### config.mk
export PLATFORM = sky130hd
export DESIGN_NAME = multicycle_control
export DESIGN_NICKNAME = d
export VERILOG_FILES = /design/src/rtl/multicycle_control.sv
export SDC_FILE = /design/constraint.sdc
export NUM_CORES = 1
export LEC_CHECK = 0
export CAP_MARGIN = 20
export CORE_MARGIN = 3
export CORE_UTILIZATION = 30
export DETAILED_ROUTE_END_ITERATION = 10
export PLACE_DENSITY = 0.79
export SYNTH_ARGS = -nofsm -noshare
export SYNTH_HDL_FRONTEND = slang
export SYNTH_SLANG_ARGS = --single-unit
### constraint.sdc
create_clock -name clk -period 5.39 [get_ports clk]
set_clock_uncertainty 0.2 [all_clocks]
set_input_delay 1.617 -clock clk [delete_from_list [all_inputs] [get_ports clk]]
set_output_delay 1.617 -clock clk [all_outputs]
set_load 0.01 [all_outputs]
### src/rtl/multicycle_control.sv
// multicycle_control: multi-cycle RV32I sequencer for a shared PC/IR/ALU/memory datapath.
// Build option: define PERF_COUNTERS_EN to add the cycleCount/instCount counters.
// Without it both counter outputs are tied to zero.
module multicycle_control #(
  parameter int unsigned TIMEOUT_CYCLES = 16,
  parameter int unsigned CNT_W          = 5
) (
  input  logic        clk,
  input  logic        rst_n,
  input  logic [31:0] instruction,
  input  logic        memReady,
  input  logic        branchTaken,
  output logic        memReq,
  output logic        memWrite,
  output logic        iOrD,
  output logic        irWrite,
  output logic        pcWrite,
  output logic        pcSrc,
  output logic [1:0]  aluSrcA,
  output logic [1:0]  aluSrcB,
  output logic [1:0]  aluOp,
  output logic        regWrite,
  output logic        memToReg,
  output logic [2:0]  state,
  output logic        instRetired,
  output logic        halted,
  output logic        illegal,
  output logic        busError,
  output logic [31:0] cycleCount,
  output logic [31:0] instCount
);

  typedef enum logic [2:0] {
    S_IDLE      = 3'd0,
    S_FETCH     = 3'd1,
    S_DECODE    = 3'd2,
    S_EXECUTE   = 3'd3,
    S_MEMACC    = 3'd4,
    S_WRITEBACK = 3'd5,
    S_HALT      = 3'd6,
    S_TRAP      = 3'd7
  } state_t;

  localparam logic [6:0] OPC_LOAD   = 7'b0000011;
  localparam logic [6:0] OPC_STORE  = 7'b0100011;
  localparam logic [6:0] OPC_BRANCH = 7'b1100011;
  localparam logic [6:0] OPC_OPIMM  = 7'b0010011;
  localparam logic [6:0] OPC_OP     = 7'b0110011;
  localparam logic [6:0] OPC_SYSTEM = 7'b1110011;

  localparam logic [CNT_W-1:0] WAIT_LAST =
    CNT_W'((TIMEOUT_CYCLES == 0) ? 0 : TIMEOUT_CYCLES - 1);

  state_t           state_q, state_d;
  logic [CNT_W-1:0] wait_cnt_q, wait_cnt_d;
  logic             illegal_q, illegal_d;
  logic             bus_error_q, bus_error_d;
  logic             inst_retired;

  logic [6:0] opcode;
  logic       is_load, is_store, is_branch, is_opimm, is_op, is_system;
  logic       timeout_hit;
  logic       unused_instr;

  assign opcode       = instruction[6:0];
  assign unused_instr = ^instruction[31:7];
  assign is_load      = (opcode == OPC_LOAD);
  assign is_store     = (opcode == OPC_STORE);
  assign is_branch    = (opcode == OPC_BRANCH);
  assign is_opimm     = (opcode == OPC_OPIMM);
  assign is_op        = (opcode == OPC_OP);
  assign is_system    = (opcode == OPC_SYSTEM);

  // memReady on the last allowed edge still wins, so the timeout is only taken without it
  assign timeout_hit = (TIMEOUT_CYCLES != 0) && !memReady && (wait_cnt_q == WAIT_LAST);

  // Next-state, wait counter and sticky fault flags
  always_comb begin
    state_d     = state_q;
    wait_cnt_d  = wait_cnt_q;
    illegal_d   = illegal_q;
    bus_error_d = bus_error_q;
    unique case (state_q)
      S_IDLE: begin
        state_d    = S_FETCH;
        wait_cnt_d = '0;
      end
      S_FETCH, S_MEMACC: begin
        if (memReady) begin
          wait_cnt_d = '0;
          if (state_q == S_FETCH)   state_d = S_DECODE;
          else if (is_store)        state_d = S_FETCH;
          else                      state_d = S_WRITEBACK;
        end else if (timeout_hit) begin
          state_d     = S_TRAP;
          bus_error_d = 1'b1;
        end else begin
          wait_cnt_d = wait_cnt_q + 1'b1;
        end
      end
      S_DECODE: begin
        if (is_system) begin
          state_d = S_HALT;
        end else if (is_load || is_store || is_branch || is_opimm || is_op) begin
          state_d = S_EXECUTE;
        end else begin
          state_d   = S_TRAP;
          illegal_d = 1'b1;
        end
      end
      S_EXECUTE: begin
        wait_cnt_d = '0;
        if (is_load || is_store) begin
          state_d = S_MEMACC;
        end else if (is_branch) begin
          state_d = S_FETCH;
        end else if (is_opimm || is_op) begin
          state_d = S_WRITEBACK;
        end else begin
          state_d   = S_TRAP;
          illegal_d = 1'b1;
        end
      end
      S_WRITEBACK: begin
        state_d    = S_FETCH;
        wait_cnt_d = '0;
      end
      default: state_d = state_q;
    endcase
  end

  // Sequencer state and fault flags
  always_ff @(posedge clk or negedge rst_n) begin
    if (!rst_n) begin
      state_q     <= S_IDLE;
      wait_cnt_q  <= '0;
      illegal_q   <= 1'b0;
      bus_error_q <= 1'b0;
    end else begin
      state_q     <= state_d;
      wait_cnt_q  <= wait_cnt_d;
      illegal_q   <= illegal_d;
      bus_error_q <= bus_error_d;
    end
  end

  // Datapath control decoded from the current state
  always_comb begin
    memReq       = 1'b0;
    memWrite     = 1'b0;
    iOrD         = 1'b0;
    irWrite      = 1'b0;
    pcWrite      = 1'b0;
    pcSrc        = 1'b0;
    aluSrcA      = 2'b00;
    aluSrcB      = 2'b00;
    aluOp        = 2'b00;
    regWrite     = 1'b0;
    memToReg     = 1'b0;
    inst_retired = 1'b0;
    unique case (state_q)
      S_FETCH: begin
        memReq  = 1'b1;
        aluSrcB = 2'b01;
        irWrite = memReady;
        pcWrite = memReady;
      end
      S_DECODE: begin
        aluSrcA = 2'b01;
        aluSrcB = 2'b10;
      end
      S_EXECUTE: begin
        aluSrcA = 2'b10;
        if (is_load || is_store) begin
          aluSrcB = 2'b10;
        end else if (is_opimm) begin
          aluSrcB = 2'b10;
          aluOp   = 2'b10;
        end else if (is_op) begin
          aluOp   = 2'b10;
        end else if (is_branch) begin
          aluOp        = 2'b01;
          pcSrc        = 1'b1;
          pcWrite      = branchTaken;
          inst_retired = 1'b1;
        end
      end
      S_MEMACC: begin
        memReq       = 1'b1;
        iOrD         = 1'b1;
        memWrite     = is_store;
        inst_retired = is_store && memReady;
      end
      S_WRITEBACK: begin
        regWrite     = 1'b1;
        memToReg     = is_load;
        inst_retired = 1'b1;
      end
      default: ;
    endcase
  end

  assign state       = state_q;
  assign instRetired = inst_retired;
  assign halted      = (state_q == S_HALT);
  assign illegal     = illegal_q;
  assign busError    = bus_error_q;

`ifdef PERF_COUNTERS_EN
  logic [31:0] cycle_count_q, cycle_count_d;
  logic [31:0] inst_count_q, inst_count_d;

  // Cycle counter saturates; retired counter wraps
  always_comb begin
    cycle_count_d = (cycle_count_q == '1) ? cycle_count_q : cycle_count_q + 32'd1;
    inst_count_d  = inst_count_q + {31'd0, inst_retired};
  end

  // Performance counter registers
  always_ff @(posedge clk or negedge rst_n) begin
    if (!rst_n) begin
      cycle_count_q <= '0;
      inst_count_q  <= '0;
    end else begin
      cycle_count_q <= cycle_count_d;
      inst_count_q  <= inst_count_d;
    end
  end

  assign cycleCount = cycle_count_q;
  assign instCount  = inst_count_q;
`else
  assign cycleCount = '0;
  assign instCount  = '0;
`endif

endmodule

; Yosys cells after proc, flatten, opt, wreduce, memory -nomap -nowiden
; Index checks and enable logic that the tools add are counted.
[classes]
bitwise = 1
muxes = 45
reduce_logical = 19
n_eq_ne = 20
add_sub_neg = 1
[op_table]
columns = operator, count
row1 = 3-bit two-way mux, 8
row2 = 1-bit two-way mux, 21
row3 = "7-bit by 6-bit equality test with 1-bit output, second input constant", 2
row4 = "7-bit equality test, second input constant", 2
row5 = 2-bit two-way mux, 7
row6 = 3-bit case mux with 4 select lines, 1
row7 = 5-bit two-way mux, 2
row8 = "2-bit inequality test, second input constant", 5
row9 = 5-bit case mux with 2 select lines, 1
row10 = "3-bit equality test, second input constant", 3
row11 = "7-bit by 2-bit equality test with 1-bit output, second input constant", 1
row12 = "7-bit by 5-bit equality test with 1-bit output, second input constant", 1
row13 = "3-bit by 2-bit equality test with 1-bit output, second input constant", 2
row14 = 2-bit case mux with 3 select lines, 1
row15 = 6-bit AND reduction, 1
row16 = "5-bit by 1-bit adder with 5-bit output, second input constant", 1
row17 = "5-bit by 4-bit equality test with 1-bit output, second input constant", 1
row18 = 1-bit logical OR, 5
row19 = 1-bit case mux with 2 select lines, 2
row20 = 2-bit case mux with 2 select lines, 1
row21 = 2-bit AND reduction, 2
row22 = 2-bit nonzero test, 2
row23 = 4-bit nonzero test, 1
row24 = 2-bit OR reduction, 2
row25 = other kinds (10), 11
[word_totals]
out_inout_bits = 85
regBits = 10
word_cells = 90
input_bits = 36

; Longest topological paths before layout
[depth]
ltp_word = 8
depth_mapped = 7
ltp_nobuf = 7

; Worst setup path before layout
; Ideal clock, no wire load.
[synth_path]
path_type = input -> output
startpoint = input port instruction[2]
endpoint = output port pcWrite
n_path_buf = 0
stages = 3
t_arrival_ns = 2.403
slack_ns = 1.170
required_ns = 3.573
cell_sequence = and4bb_2 -> and4_1 -> a21o_1
[synth_via]
elab_chain_len = 6
word_cells_on_any_way = 11
cone_classes = 5 x eq/ne / 5 x mux / 1 x reduce/logical
[synth_rtl]
columns = element, line
row1 = "start, declared", 10  ; input logic [31:0] instruction,
row2 = 7-bit equality test, 69  ; assign is_branch = (opcode == OPC_BRANCH);
row3 = 1-bit two-way mux, 181  ; end else if (is_branch) begin
row4 = 1-bit two-way mux, 179  ; end else if (is_op) begin
row5 = 1-bit two-way mux, 176  ; end else if (is_opimm) begin
row6 = 1-bit two-way mux (*), 174  ; if (is_load || is_store) begin
row7 = 1-bit case mux with 2 select lines (*), 161  ; unique case (state_q)
row8 = "end, declared", 17  ; output logic pcWrite,
; Every way passes the cells marked *; elsewhere a longest branch is shown, timed or not.

; Worst setup path in the final report
[layout_path]
startpoint = input port instruction[5]
endpoint = output port pcWrite
; The elaborated chain is that of the path after synthesis.

==> flow_summary_export.csv <==
group,metric,value,unit
power_and_ir_drop,power.clock.fraction,14.8,%
global_routing,grt_pass1_wl,3860,um
placement,place.gp.congestion,0.823,
placement,dpl-instance-area,1420,um^2
power_and_ir_drop,combinationalPowerShare,56.6,%
cts,cts_root_buf,"clkbuf_8",
global_routing,grt-ovfl-total,0,
floorplan,die_w,72.1,um
worst_hold_path,hold_path.class,"reg -> reg",
cts,h-tree-depth,1,
sta,timing_hold_violations_final,0,
cts,cts_tree,"yes",
detailed_routing,drc,0,
sta,fmax,192,MHz
cts,cts_made_buffers,3,
yosys,synth_top_family_by_area,"buffers and inverters",
critical_path,worstSetupPathType,"in -> out",
yosys,synthSimpleGateAreaFrac,20.2,%
sta,fin_crit,5210,ps
yosys,synth_xor_area_share,1.34,%
yosys,synth_cell_types,45,
floorplan,initial_utilization,31.8,%
yosys,ys_seq_area_share,19.1,%
global_routing,grt_start_max_net_pins,21,
sta,grt_setup_unrepaired,"false",
detailed_routing,vias,1011,
floorplan,die-area,5200,um^2
yosys,synth_warnings,0,
global_routing,antenna_found_initial,0,
detailed_routing,wl_per_cell,10.4,um
finish,n_antenna_cell,0,
sta,whs,289,ps
floorplan,placementRows,23,
critical_path,r2r_start,"wait_cnt_q[0]",
global_routing,grt.total_usage,9.12,%
flow_run,cap_viol_max_count,0,
power_and_ir_drop,pwr-share-seq,28.5,%
detailed_routing,wl,2540,um
detailed_routing,top_layer_used,"met4",
placement,dp_hpwl,2050,um
sta,fin_crit_sh,96.6,%
yosys,syn_inst,165,
power_and_ir_drop,p_sw_share,43.7,%
yosys,synth-edff-count,0,
yosys,synth-compound-area-share,14.9,%
finish,fin_cells,244,
critical_path,worstPathMaxFanout,5,
power_and_ir_drop,p_leak,0.720,nW
finish,nNetsFinal,234,
placement,io_buffers,31,
finish,drive_gt1_share,4.64,%
critical_path,cp.required,3570,ps
cts,postCtsResizedCells,0,
yosys,async_flop_share,100,%
floorplan,die_y,72.1,um
cts,clk_latency,230,ps
critical_path,cp-startpoint,"instruction[5]",
power_and_ir_drop,internal_power,0.287,mW
detailed_routing,met1Wirelength,969,um
cts,post-cts-setup-buffers,0,
critical_path,r2r-end,"wait_cnt_q[2]",
sta,tightest_slew,592,ps
placement,place_inst,241,
yosys,syn_area_per_cell,7.94,um^2
detailed_routing,ant_nets,0,
detailed_routing,dr.pass1.iters,4,
sta,fin_setup_tns,0,ps
yosys,synth-seq-cells,10,
power_and_ir_drop,p_per_area,350,nW/um^2
power_and_ir_drop,ir_worst_vdd,0.000124,V
floorplan,ioPinCount,121,
yosys,synth_ff_type,"dfrtp_1",
cts,holdBufCountCts,0,
detailed_routing,wl_met2,1300,um
finish,final_cell_area,1460,um^2
sta,setup_violations,0,
critical_path,endpoint,"pcWrite",
critical_path,worst_setup_path_end_kind,"output pin",
power_and_ir_drop,power.switching,0.223,mW
cts,cts_buffer_depth,2,
detailed_routing,met3WireLength,241,um
cts,cts_num_sinks,10,
critical_path,rr_worst_depth,6,
finish,area_delta_synth_final,11.4,%
finish,finalCoreUtilization,35.5,%
run_status,outcome,"completed",
global_routing,grt_pass1_vias,862,
sta,maxSlewViolCount,0,
detailed_routing,drtIter0Drc,81,
yosys,synthAdderAreaFrac,1.91,%
sta,max_slew_margin,60.5,%
detailed_routing,routed_via_density,4.14,
critical_path,cp-start-kind,"primary input",
yosys,syn_area,1310,um^2
critical_path,arrival,3390,ps
floorplan,core-area,4120,um^2
cts,clkTransAtPathRegs,50,ps
critical_path,reg2reg_slack,3230,ps
yosys,synthMuxAreaShare,0.764,%
==> cell usage after synthesis (2+ instances only) <==
| master | instances | area [um^2] |
|---|---|---|
| o21bai_1 | 2 | 15.0 |
| o21ai_0 | 4 | 20.0 |
| nand3_1 | 2 | 10.0 |
| buf_2 | 2 | 10.0 |
| nor4_1 | 2 | 12.5 |
| and2_1 | 3 | 18.8 |
| nand2_1 | 8 | 30.0 |
| buf_4 | 66 | 495 |
| o21a_1 | 2 | 15.0 |
| and3_1 | 4 | 25.0 |
| o211ai_1 | 2 | 15.0 |
| dfrtp_1 | 10 | 250 |
| nor3_1 | 2 | 10.0 |
| ha_1 | 2 | 25.0 |
| a211oi_1 | 2 | 15.0 |
| nand2b_1 | 3 | 18.8 |
| a21oi_1 | 3 | 15.0 |
| clkbuf_1 | 2 | 7.51 |
| inv_1 | 5 | 18.8 |
| nor2_1 | 11 | 41.3 |
| a31oi_1 | 2 | 12.5 |
| nor2b_1 | 3 | 18.8 |
==> critical path, stage by stage <==
cell and delay, ps:
clkdlybuf4s50_1 470, nor2b_1 310, and4_1 320, a21o_1 140, clkdlybuf4s50_1 530
==> flip-flops by register name (all words and copies together), names as in the netlist <==
register / flops
busError: 1
wait_cnt_q: 5
illegal: 1
state: 3
==> placed cells by master, fill, tap and decap left out, drive strengths merged, types with 2 or more instances in the layout <==
| cell type | instances |
|---|---|
| a211oi | 2 |
| a21oi | 3 |
| a31oi | 2 |
| and2 | 3 |
| and3 | 4 |
| buf | 3 |
| clkbuf | 3 |
| clkdlybuf4s50 | 31 |
| conb | 64 |
| dfrtp | 10 |
| ha | 2 |
| inv | 5 |
| nand2 | 8 |
| nand2b | 3 |
| nand3 | 2 |
| nor2 | 11 |
| nor2b | 3 |
| nor3 | 2 |
| nor3b | 2 |
| nor4 | 2 |
| o211ai | 2 |
| o21a | 2 |
| o21ai | 4 |
| o21bai | 2 |
==> metrics by stage <==
stage / setup slack [ps] / total power, mW
2_1_floorplan: 1170 / 0.364
3_3_place_gp: 189 / 0.430
3_5_place_dp: 182 / 0.434
4_1_cts: 174 / 0.512
5_1_grt: 75.4 / 0.559
6_report: 182 / 0.510
==> cell type report <==
cell class	instances	area, um^2
Tap cell	50	62.6
Inverter	5	18.8
Multi-Input combinational cell	142	753
Clock buffer	3	41.3
Sequential cell	10	250
Fill cell	443	2660
Timing Repair Buffer	34	333
==> worst min-delay path by stage <==
stage	from	end	slack (ps)	depth (start not counted)
floorplan	wait_cnt_q[3]	wait_cnt_q[3]	250	1
global placement	illegal	illegal	270	1
detailed placement	wait_cnt_q[3]	wait_cnt_q[3]	280	1
CTS	wait_cnt_q[3]	wait_cnt_q[3]	280	1
global route	busError	busError	330	1
finish	busError	busError	290	1
==> layer usage <==
metal / track usage, % / up-vias
met4: 4.38 / 0
met1: 10.9 / 461
met2: 15.9 / 53
met3: 1.39 / 4
met5: 0 / -
li1: - / 493
==> logic make-up (layout without fill, tap and decap cells) <==
| family | after synthesis | after routing |
|---|---|---|
| adder cells (fa/ha/maj) | 2 | 2 |
| AO/OA/AOI/OAI | 27 | 27 |
| buffers and inverters | 76 | 42 |
| XOR/XNOR | 2 | 2 |
| AND/OR/NAND/NOR | 46 | 46 |
| multiplexers | 1 | 1 |
| flip-flops | 10 | 10 |
| other | 1 | 64 |
==> power groups by stage <==
stage	Sequential (mW)	Clock [mW]	Combinational, mW
6_report	0.146	0.0757	0.289
5_1_grt	0.152	0.0827	0.324
4_1_cts	0.144	0.0776	0.290
3_5_place_dp	0.145	0	0.289
3_3_place_gp	0.143	0	0.287
2_1_floorplan	0.108	0	0.255
Note: power is estimated with default switching activity, not from simulation.
